### src/rtl/pipe_stage_reg.sv
// pipe_stage_reg: parametrised pipeline stage register with a valid/ready
// handshake, a synchronous flush that loads a configurable bubble, and an
// optional two-entry skid buffer.
//
// Build option:
//   PIPE_STAGE_REG_SKID_EN defined   -> main + skid entries; in_ready is a
//                                       flop, so there is no combinational
//                                       path from out_ready to in_ready.
//   PIPE_STAGE_REG_SKID_EN undefined -> single main entry; in_ready is
//                                       combinational (!out_valid || out_ready).
//
// Edge priority is reset > flush > handshake. Whenever the stage holds no
// valid entry the data registers hold BUBBLE, so out_data reads BUBBLE
// while out_valid is low without any output mux.

module pipe_stage_reg #(
    parameter int                DATA_W = 64,
    parameter logic [DATA_W-1:0] BUBBLE = {DATA_W{1'b0}}
) (
    input  logic              clk,
    input  logic              reset,
    input  logic              flush,
    input  logic              in_valid,
    output logic              in_ready,
    input  logic [DATA_W-1:0] in_data,
    output logic              out_valid,
    input  logic              out_ready,
    output logic [DATA_W-1:0] out_data
);

    // Bit 0 of the encoding is "main entry valid", so out_valid comes
    // straight from a flop. FULL is only reachable in the skid build.
    typedef enum logic [1:0] {
        ST_EMPTY = 2'b00,
        ST_ONE   = 2'b01,
        ST_FULL  = 2'b11
    } state_t;

    state_t            state_q;
    state_t            state_d;
    logic [DATA_W-1:0] main_q;
    logic [DATA_W-1:0] main_d;
    logic              accept;
    logic              consume;

    assign out_valid = state_q[0];
    assign out_data  = main_q;
    assign consume   = state_q[0] && out_ready;

`ifdef PIPE_STAGE_REG_SKID_EN

    logic [DATA_W-1:0] skid_q;
    logic [DATA_W-1:0] skid_d;
    logic              in_ready_q;

    assign in_ready = in_ready_q;
    assign accept   = in_valid && in_ready_q;

    // Next-state and next-data for the EMPTY/ONE/FULL skid machine; flush overrides the handshake.
    always_comb begin
        state_d = state_q;
        main_d  = main_q;
        skid_d  = skid_q;

        unique case (state_q)
            ST_EMPTY: begin
                if (accept) begin
                    state_d = ST_ONE;
                    main_d  = in_data;
                end
            end
            ST_ONE: begin
                if (accept && consume) begin
                    main_d = in_data;
                end else if (accept) begin
                    state_d = ST_FULL;
                    skid_d  = in_data;
                end else if (consume) begin
                    state_d = ST_EMPTY;
                    main_d  = BUBBLE;
                end
            end
            ST_FULL: begin
                if (consume) begin
                    state_d = ST_ONE;
                    main_d  = skid_q;
                    skid_d  = BUBBLE;
                end
            end
            default: begin
                state_d = ST_EMPTY;
                main_d  = BUBBLE;
                skid_d  = BUBBLE;
            end
        endcase

        if (flush) begin
            state_d = ST_EMPTY;
            main_d  = BUBBLE;
            skid_d  = BUBBLE;
        end
    end

    // State, data and the registered in_ready, all with synchronous reset.
    always_ff @(posedge clk) begin
        if (reset) begin
            state_q    <= ST_EMPTY;
            main_q     <= BUBBLE;
            skid_q     <= BUBBLE;
            in_ready_q <= 1'b1;
        end else begin
            state_q    <= state_d;
            main_q     <= main_d;
            skid_q     <= skid_d;
            in_ready_q <= (state_d != ST_FULL);
        end
    end

`else

    assign in_ready = !state_q[0] || out_ready;
    assign accept   = in_valid && in_ready;

    // Next-state and next-data for the single-entry register; flush overrides the handshake.
    always_comb begin
        state_d = state_q;
        main_d  = main_q;

        unique case (state_q)
            ST_EMPTY: begin
                if (accept) begin
                    state_d = ST_ONE;
                    main_d  = in_data;
                end
            end
            ST_ONE: begin
                if (accept) begin
                    main_d = in_data;
                end else if (consume) begin
                    state_d = ST_EMPTY;
                    main_d  = BUBBLE;
                end
            end
            default: begin
                state_d = ST_EMPTY;
                main_d  = BUBBLE;
            end
        endcase

        if (flush) begin
            state_d = ST_EMPTY;
            main_d  = BUBBLE;
        end
    end

    // State and data registers with synchronous reset.
    always_ff @(posedge clk) begin
        if (reset) begin
            state_q <= ST_EMPTY;
            main_q  <= BUBBLE;
        end else begin
            state_q <= state_d;
            main_q  <= main_d;
        end
    end

`endif

endmodule

### config.mk
export PLATFORM = sky130hd
export DESIGN_NAME = pipe_stage_reg
export DESIGN_NICKNAME = d
export VERILOG_FILES = /design/src/rtl/pipe_stage_reg.sv
export SDC_FILE = /design/constraint.sdc
export NUM_CORES = 1
export LEC_CHECK = 0
export CAP_MARGIN = 20
export CORE_ASPECT_RATIO = 0.8
export CORE_MARGIN = 8
export CORE_UTILIZATION = 38
export DETAILED_ROUTE_END_ITERATION = 7
export PLACE_DENSITY = 0.89
export SETUP_SLACK_MARGIN = 0.5
export SYNTH_ARGS = -nofsm -noshare
export SYNTH_HDL_FRONTEND = slang
export SYNTH_SLANG_ARGS = --single-unit
### constraint.sdc
create_clock -name clk -period 2.3 [get_ports clk]
set_input_delay 0.345 -clock clk [delete_from_list [all_inputs] [get_ports clk]]
set_output_delay 0.345 -clock clk [all_outputs]
set_load 0.05 [all_outputs]
==> qor.csv, run 1 <==
stage,metric,value,unit
min_path,hold_path.class,reg -> reg,
floorplanning,die_area,7960,sq um
min_path,min_path_cells,1,
grt,grt_pass1_wl,9.57,mm
synth,synth.ff_latch_count,65,
synth,avgSynthCellArea,13.5,sq um
worst_setup_path,cp_top_family,buffers and inverters,
clock_network,numCtsBuffers,9,
placed_design,dp_hpwl,4.58,mm
floorplanning,start_util,0.399,
route,antenna_left,0,
worst_setup_path,crit_required,1.96,ns
placed_design,finalWeightedCongestion,0.698,
pwr,peakVddDrop,0.000416,V
min_path,worst_hold_path.endpoint,out_data[11],
run_status,status,completed,
pwr,power.leakage,1.66,nW
floorplanning,io_pins,135,
grt,overflow,0,
min_path,hold_start,out_data[11],
timing,finalCritPeriodShare,0.722,
clock_network,cts_tree,built,
timing,max_clock_freq,602,MHz
finish,synthToLayoutAreaGrowth,70.0,%
floorplanning,std_cell_rows,23,
timing,tns,0,ns
synth,synth.area.top_cells,"dfxtp_1, a22o_1, buf_6, buf_4, o211a_1",
clock_network,cts.sinks,65,
route,dr.pass1.iters,5,
worst_setup_path,slowest_stage,dlygate4sd2_1,
worst_setup_path,worst-r2r-setup-slack,0.87,ns
synth,netlist.top_cell.by_area,dfxtp_1,
worst_setup_path,crit_fanout,4,
synth,syn_inst,150,
clock_network,clk_pin_slew_worst_paths,0.07,ns
timing,finalClockSkew,0.00423,ns
finish,fin_nets,351,
finish,drive_above_1_share,0.0699,
floorplanning,core_area,5090,sq um
grt,grt_use_total,0.154,
route,drt_iter0_markers,43,
floorplanning,die_h,81.4,microns
worst_setup_path,slowest_delay,0.56,ns
worst_setup_path,critPathLaunchType,flip-flop,
clock_network,cts-root-buf,clkbuf_8,
worst_setup_path,rr_worst_depth,3,
floorplanning,die_w,97.8,microns
timing,tightest_slew,0.680,ns
timing,relSlewSlack,0.547,
route,drt-total-wl,6.30,mm
placed_design,numPortBuffers,134,
worst_setup_path,worst_ep_arrival_time,1.32,ns
grt,grt_max_degree,65,
route,vias,1735,
timing,period_minus_slack,1.66,ns
synth,ys_warn_count,0,
worst_setup_path,cp-end-kind,primary output,
clock_network,clk_latency,0.33,ns
finish,fillerInstances,436,
worst_setup_path,r2r-start,state_q[0],
grt,antenna_found_initial,0,
worst_setup_path,path_cells,dlygate4sd2_1,
synth,ys_types,12,
worst_setup_path,r2r-end,out_data[23],
synth,netlist.area_leader.share,0.640,
synth,syn_area,2030,sq um
timing,grt_setup_unrepaired,false,
flow_run,cap_violations,0,
route,vias_per_cell,4.99,
finish,antennaDiodeCount,0,
pwr,power_density,705,nW/um^2
route,drc,0,
timing,maxSlewViolCount,0,
synth,seq_area_frac_synth,0.640,
clock_network,cts_max_path_buffers,2,
timing,setup_viol,0,
grt,grt_pass1_vias,1794,
route,post_drt_wl_per_cell,18.1,microns
synth,syn-num-nets,219,
finish,utilization,0.678,
clock_network,cts_max_level,3,
worst_setup_path,crit_type,reg -> out,
timing,finalHoldViolCount,0,
worst_setup_path,path_buf_inv,1,
## synthesized netlist by cell type
| library cell | number |
|---|---|
| o211a_1 | 1 |
| a22o_1 | 64 |
| a21boi_0 | 1 |
| nor2_1 | 1 |
| dfxtp_1 | 65 |
| nand2_1 | 1 |
| buf_2 | 1 |
| buf_4 | 6 |
| inv_1 | 1 |
| buf_6 | 7 |
| and3_1 | 1 |
| nand2b_1 | 1 |
## cells in the final DEF, fill, tap and decap left out, types with 3 or more instances in the layout
| cell type | count |
|---|---|
| clkdlybuf4s50_1 | 68 |
| clkbuf_8 | 12 |
| dfxtp_1 | 65 |
| dlygate4sd2_1 | 65 |
| a22o_1 | 64 |
| clkinv_2 | 3 |
## power by group
part | switching [mW] | total (mW) | internal [mW]
Combinational | 0.210 | 0.376 | 0.166
Sequential | 0.0198 | 1.18 | 1.16
Clock | 0.407 | 0.875 | 0.468
## cell type report
class / instances / area (sq um) / area share
repair buffers: 135 / 1280 / 0.370
multi-input cells: 70 / 613 / 0.178
inverters: 1 / 3.75 / 0.00109
flip-flops and latches: 65 / 1300 / 0.377
well taps: 62 / 77.6 / 0.0225
clock buffers: 12 / 165 / 0.0478
clock inverters: 3 / 15.0 / 0.00435
## how the worst max path moves through the flow
stage,start,to,slack (ns),cells after the start
floorplan,state_q[0],out_data[0],0.52,5
global placement,out_ready,out_data[55],0.09,4
detailed placement,flush,out_data[54],0.04,4
CTS,flush,out_data[23],0.53,5
global route,flush,out_data[19],0.57,4
finish,state_q[0],out_valid,0.64,1
## registers in the layout, summed over array words and instances, names as in the netlist
name and flops:
state_q 1, out_data 64
## cells by family after synthesis
logic type | share of synthesized area
AOI/OAI and AO/OA | 0.284
buffers and inverters | 0.0653
DFF | 0.640
and+or+nand+nor | 0.00985
## metal layers
layer  GRT usage  part of all wire  vias up
li1            -                 -      836
met1       0.171              0.43      812
met2       0.246              0.47       78
met3      0.0820             0.085        9
met4      0.0698             0.014        0
met5           0                 0        -
## what timing repair did
item                                    CTS  global route
setup buffers                             0             0
hold buffers                              0             0
resized for setup                        66             1
endpoints found under the setup margin  129            37
gates cloned                              0             0
## metrics by stage
step | worst slack (ns) | cells | hold slack, ns | area [sq um] | power, mW
floorplan | 0.517 | 150 | 0.470 | 2030 | 1.41
global placement | 0.0904 | 333 | 0.460 | 3340 | 1.61
detailed placement | 0.0397 | 333 | 0.466 | 3340 | 1.61
CTS | 0.527 | 348 | 0.478 | 3450 | 2.47
global route | 0.565 | 348 | 0.490 | 3450 | 2.54
finish | 0.639 | 348 | 0.472 | 3450 | 2.44
Note: power is estimated with default switching activity, not from simulation.
==> inputs of run 2 (changes only) <==
CORE_UTILIZATION = 32   (was 38)
PLACE_DENSITY = 0.8   (was 0.89)
clock period = 1.4 ns   (was 2.3 ns; I/O delays follow)
==> run 2 against run 1 <==
  * First-iteration DRC count increased by 4.7%
  * Total power up 78%
  * Clock-buffer cell count is 1 lower
  * Non-clock buffer count grew 14
  * Flip-flop and latch count stayed put
  * Worst hold slack lost 0.13 ns
  * Utilization increased by 3.4 points
  * Register-to-register slack worse by 0.71 ns
  * Via count increased by 5.8%
  * Final cell count rose by 11%
  * Routed wire length is 11% higher
  * Sequential power up 69%
==> qor.csv, run 2 (synthesis gave the netlist of run 1 again) <==
stage,metric,value,unit
floorplanning,start_util,0.324,
finish,drive_above_1_share,0.545,
route,vias,1836,
grt,grt_pass1_vias,2022,
finish,synthToLayoutAreaGrowth,120,%
worst_setup_path,slowest_delay,0.47,ns
worst_setup_path,worst-r2r-setup-slack,0.16,ns
worst_setup_path,cp_top_family,buffers and inverters,
timing,relSlewSlack,0.872,
worst_setup_path,cp-end-kind,flip-flop,
placed_design,dp_hpwl,5.39,mm
grt,antenna_found_initial,0,
route,antenna_left,0,
finish,fin_nets,365,
worst_setup_path,critPathLaunch,in_valid,
worst_setup_path,critPathLaunchType,primary input,
grt,overflow,0,
finish,antennaDiodeCount,0,
placed_design,numPortBuffers,134,
route,vias_per_cell,4.77,
route,drt_iter0_markers,45,
placed_design,finalWeightedCongestion,0.700,
run_status,status,completed,
timing,finalClockSkew,0.0147,ns
floorplanning,die_area,9170,sq um
finish,final_common_cell,buf_12,
clock_network,cts_max_level,3,
timing,finalHoldViolCount,0,
clock_network,postCtsHoldBufs,0,
grt,grt_use_total,0.155,
worst_setup_path,crit_end,out_data[0],
clock_network,clk_latency,0.34,ns
finish,largest_register_ffs,64,
timing,grt_setup_unrepaired,true,
clock_network,cts.sinks,65,
pwr,peakVddDrop,0.000721,V
floorplanning,std_cell_rows,26,
clock_network,cts_max_path_buffers,2,
timing,tightest_slew,0.191,ns
route,drt-total-wl,6.99,mm
min_path,hold_start,out_ready,
placed_design,placed_cell_area,4110,sq um
timing,max_clock_freq,796,MHz
pwr,power.leakage,1.82,nW
floorplanning,core_area,6280,sq um
finish,fillerInstances,409,
finish,final_cell_mix,"buf_12, clkdlybuf4s50_1, a22o_1",
worst_setup_path,path_buf_inv,3,
grt,grt_max_degree,35,
worst_setup_path,path_cells,clkdlybuf4s50_1 -> inv_1 -> o211a_2 -> buf_12 -> a22o_1,
worst_setup_path,crit_fanout,30,
worst_setup_path,worst_ep_arrival_time,1.47,ns
timing,maxSlewViolCount,0,
flow_run,cap_violations,0,
route,post_drt_wl_per_cell,18.1,microns
clock_network,numCtsBuffers,9,
worst_setup_path,rr_worst_depth,3,
pwr,power,4.33,mW
floorplanning,die_w,105,microns
grt,grt_pass1_wl,11.0,mm
worst_setup_path,r2r-end,out_data[0],
pwr,power_density,968,nW/um^2
floorplanning,io_pins,135,
worst_setup_path,crit_type,in -> reg,
clock_network,cts-root-buf,clkbuf_8,
worst_setup_path,r2r-start,state_q[0],
clock_network,clk_pin_slew_worst_paths,0.07,ns
floorplanning,die_h,87.3,microns
timing,finalCritPeriodShare,0.897,
clock_network,cts_tree,built,
timing,period_minus_slack,1.26,ns
worst_setup_path,path_depth,5,
worst_setup_path,crit_required,1.61,ns
route,dr.pass1.iters,4,
timing,setup_viol,0,
route,drc,0,
worst_setup_path,slowest_stage,clkdlybuf4s50_1,
min_path,hold_path.class,in -> reg,
finish,finalInstanceArea,4470,sq um
## run 2: cell types whose count changed in the layout (fill, tap and decap cells not counted), moves of 2 or more
cell | previous run | this run
buf_12 | 1 | 70
dfxtp_1 | 65 | 0
dlygate4sd2_1 | 65 | 0
dfxtp_2 | 0 | 62
buf_4 | 1 | 10
clkbuf_8 | 12 | 9
dfxtp_4 | 0 | 3
clkbuf_1 | 0 | 2
## run 2: metal layers
| layer | routed length, microns | GRT usage |
|---|---|---|
| met1 | 2750 | 0.160 |
| met3 | 771 | 0.0910 |
| met2 | 3340 | 0.248 |
| met5 | 0 | 0 |
| met4 | 129 | 0.0788 |
## run 2: power by group
group | total, mW | switching (mW) | internal (mW)
Combinational | 0.837 | 0.360 | 0.477
Sequential | 1.99 | 0.0680 | 1.92
Clock | 1.50 | 0.680 | 0.820
Total | 4.33 | 1.11 | 3.22
## run 2: layout make-up
class | instances | area [sq um] | area share
well taps | 84 | 105 | 0.0235
repair buffers | 149 | 2170 | 0.486
clock buffers | 11 | 131 | 0.0294
clock inverters | 5 | 56.3 | 0.0126
flip-flops and latches | 65 | 1390 | 0.311
inverters | 1 | 3.75 | 0.000840
multi-input cells | 70 | 613 | 0.137
## run 2: per-stage QoR
step / util / setup slack (ns) / hold WS (ns) / TNS (ns) / cells
finish: 0.712 / 0.144 / 0.340 / 0 / 385
global route: 0.712 / 0.113 / 0.352 / 0 / 385
CTS: 0.708 / 0.140 / 0.435 / 0 / 383
detailed placement: 0.655 / -0.198 / 0.535 / -11.42 / 359
global placement: 0.655 / -0.139 / 0.530 / -8.56 / 359
floorplan: - / 0.0826 / 0.331 / 0 / 150
## run 2: tightest hold or removal path: cells and delay by family
family | cells | cell delay (ns)
AOI/OAI and AO/OA | 1 | 0.09
buffers and inverters | 2 | 0.20
and+or+nand+nor | 1 | 0.13
## run 2: worst min-delay path by stage
stage	depth (start not counted)	slack, ns	endpoint
6_report	4	0.34	state_q[0]
3_5_place_dp	1	0.54	out_data[50]
5_1_grt	4	0.35	state_q[0]
3_3_place_gp	1	0.53	out_data[44]
4_1_cts	2	0.44	out_data[37]
2_1_floorplan	1	0.33	out_data[46]
## run 2: timing repair
item,in CTS,in global routing
resized for setup,65,4
setup endpoints to repair,130,130
setup buffers,8,2
pin swaps,0,0
==> inputs of run 3 (changes only) <==
CAP_MARGIN = not set   (was 20)
CTS_CLUSTER_SIZE = 40   (was not set)
==> results of run 3 <==
Same layout as run 2: the final DEF is identical, and so are final timing and power.
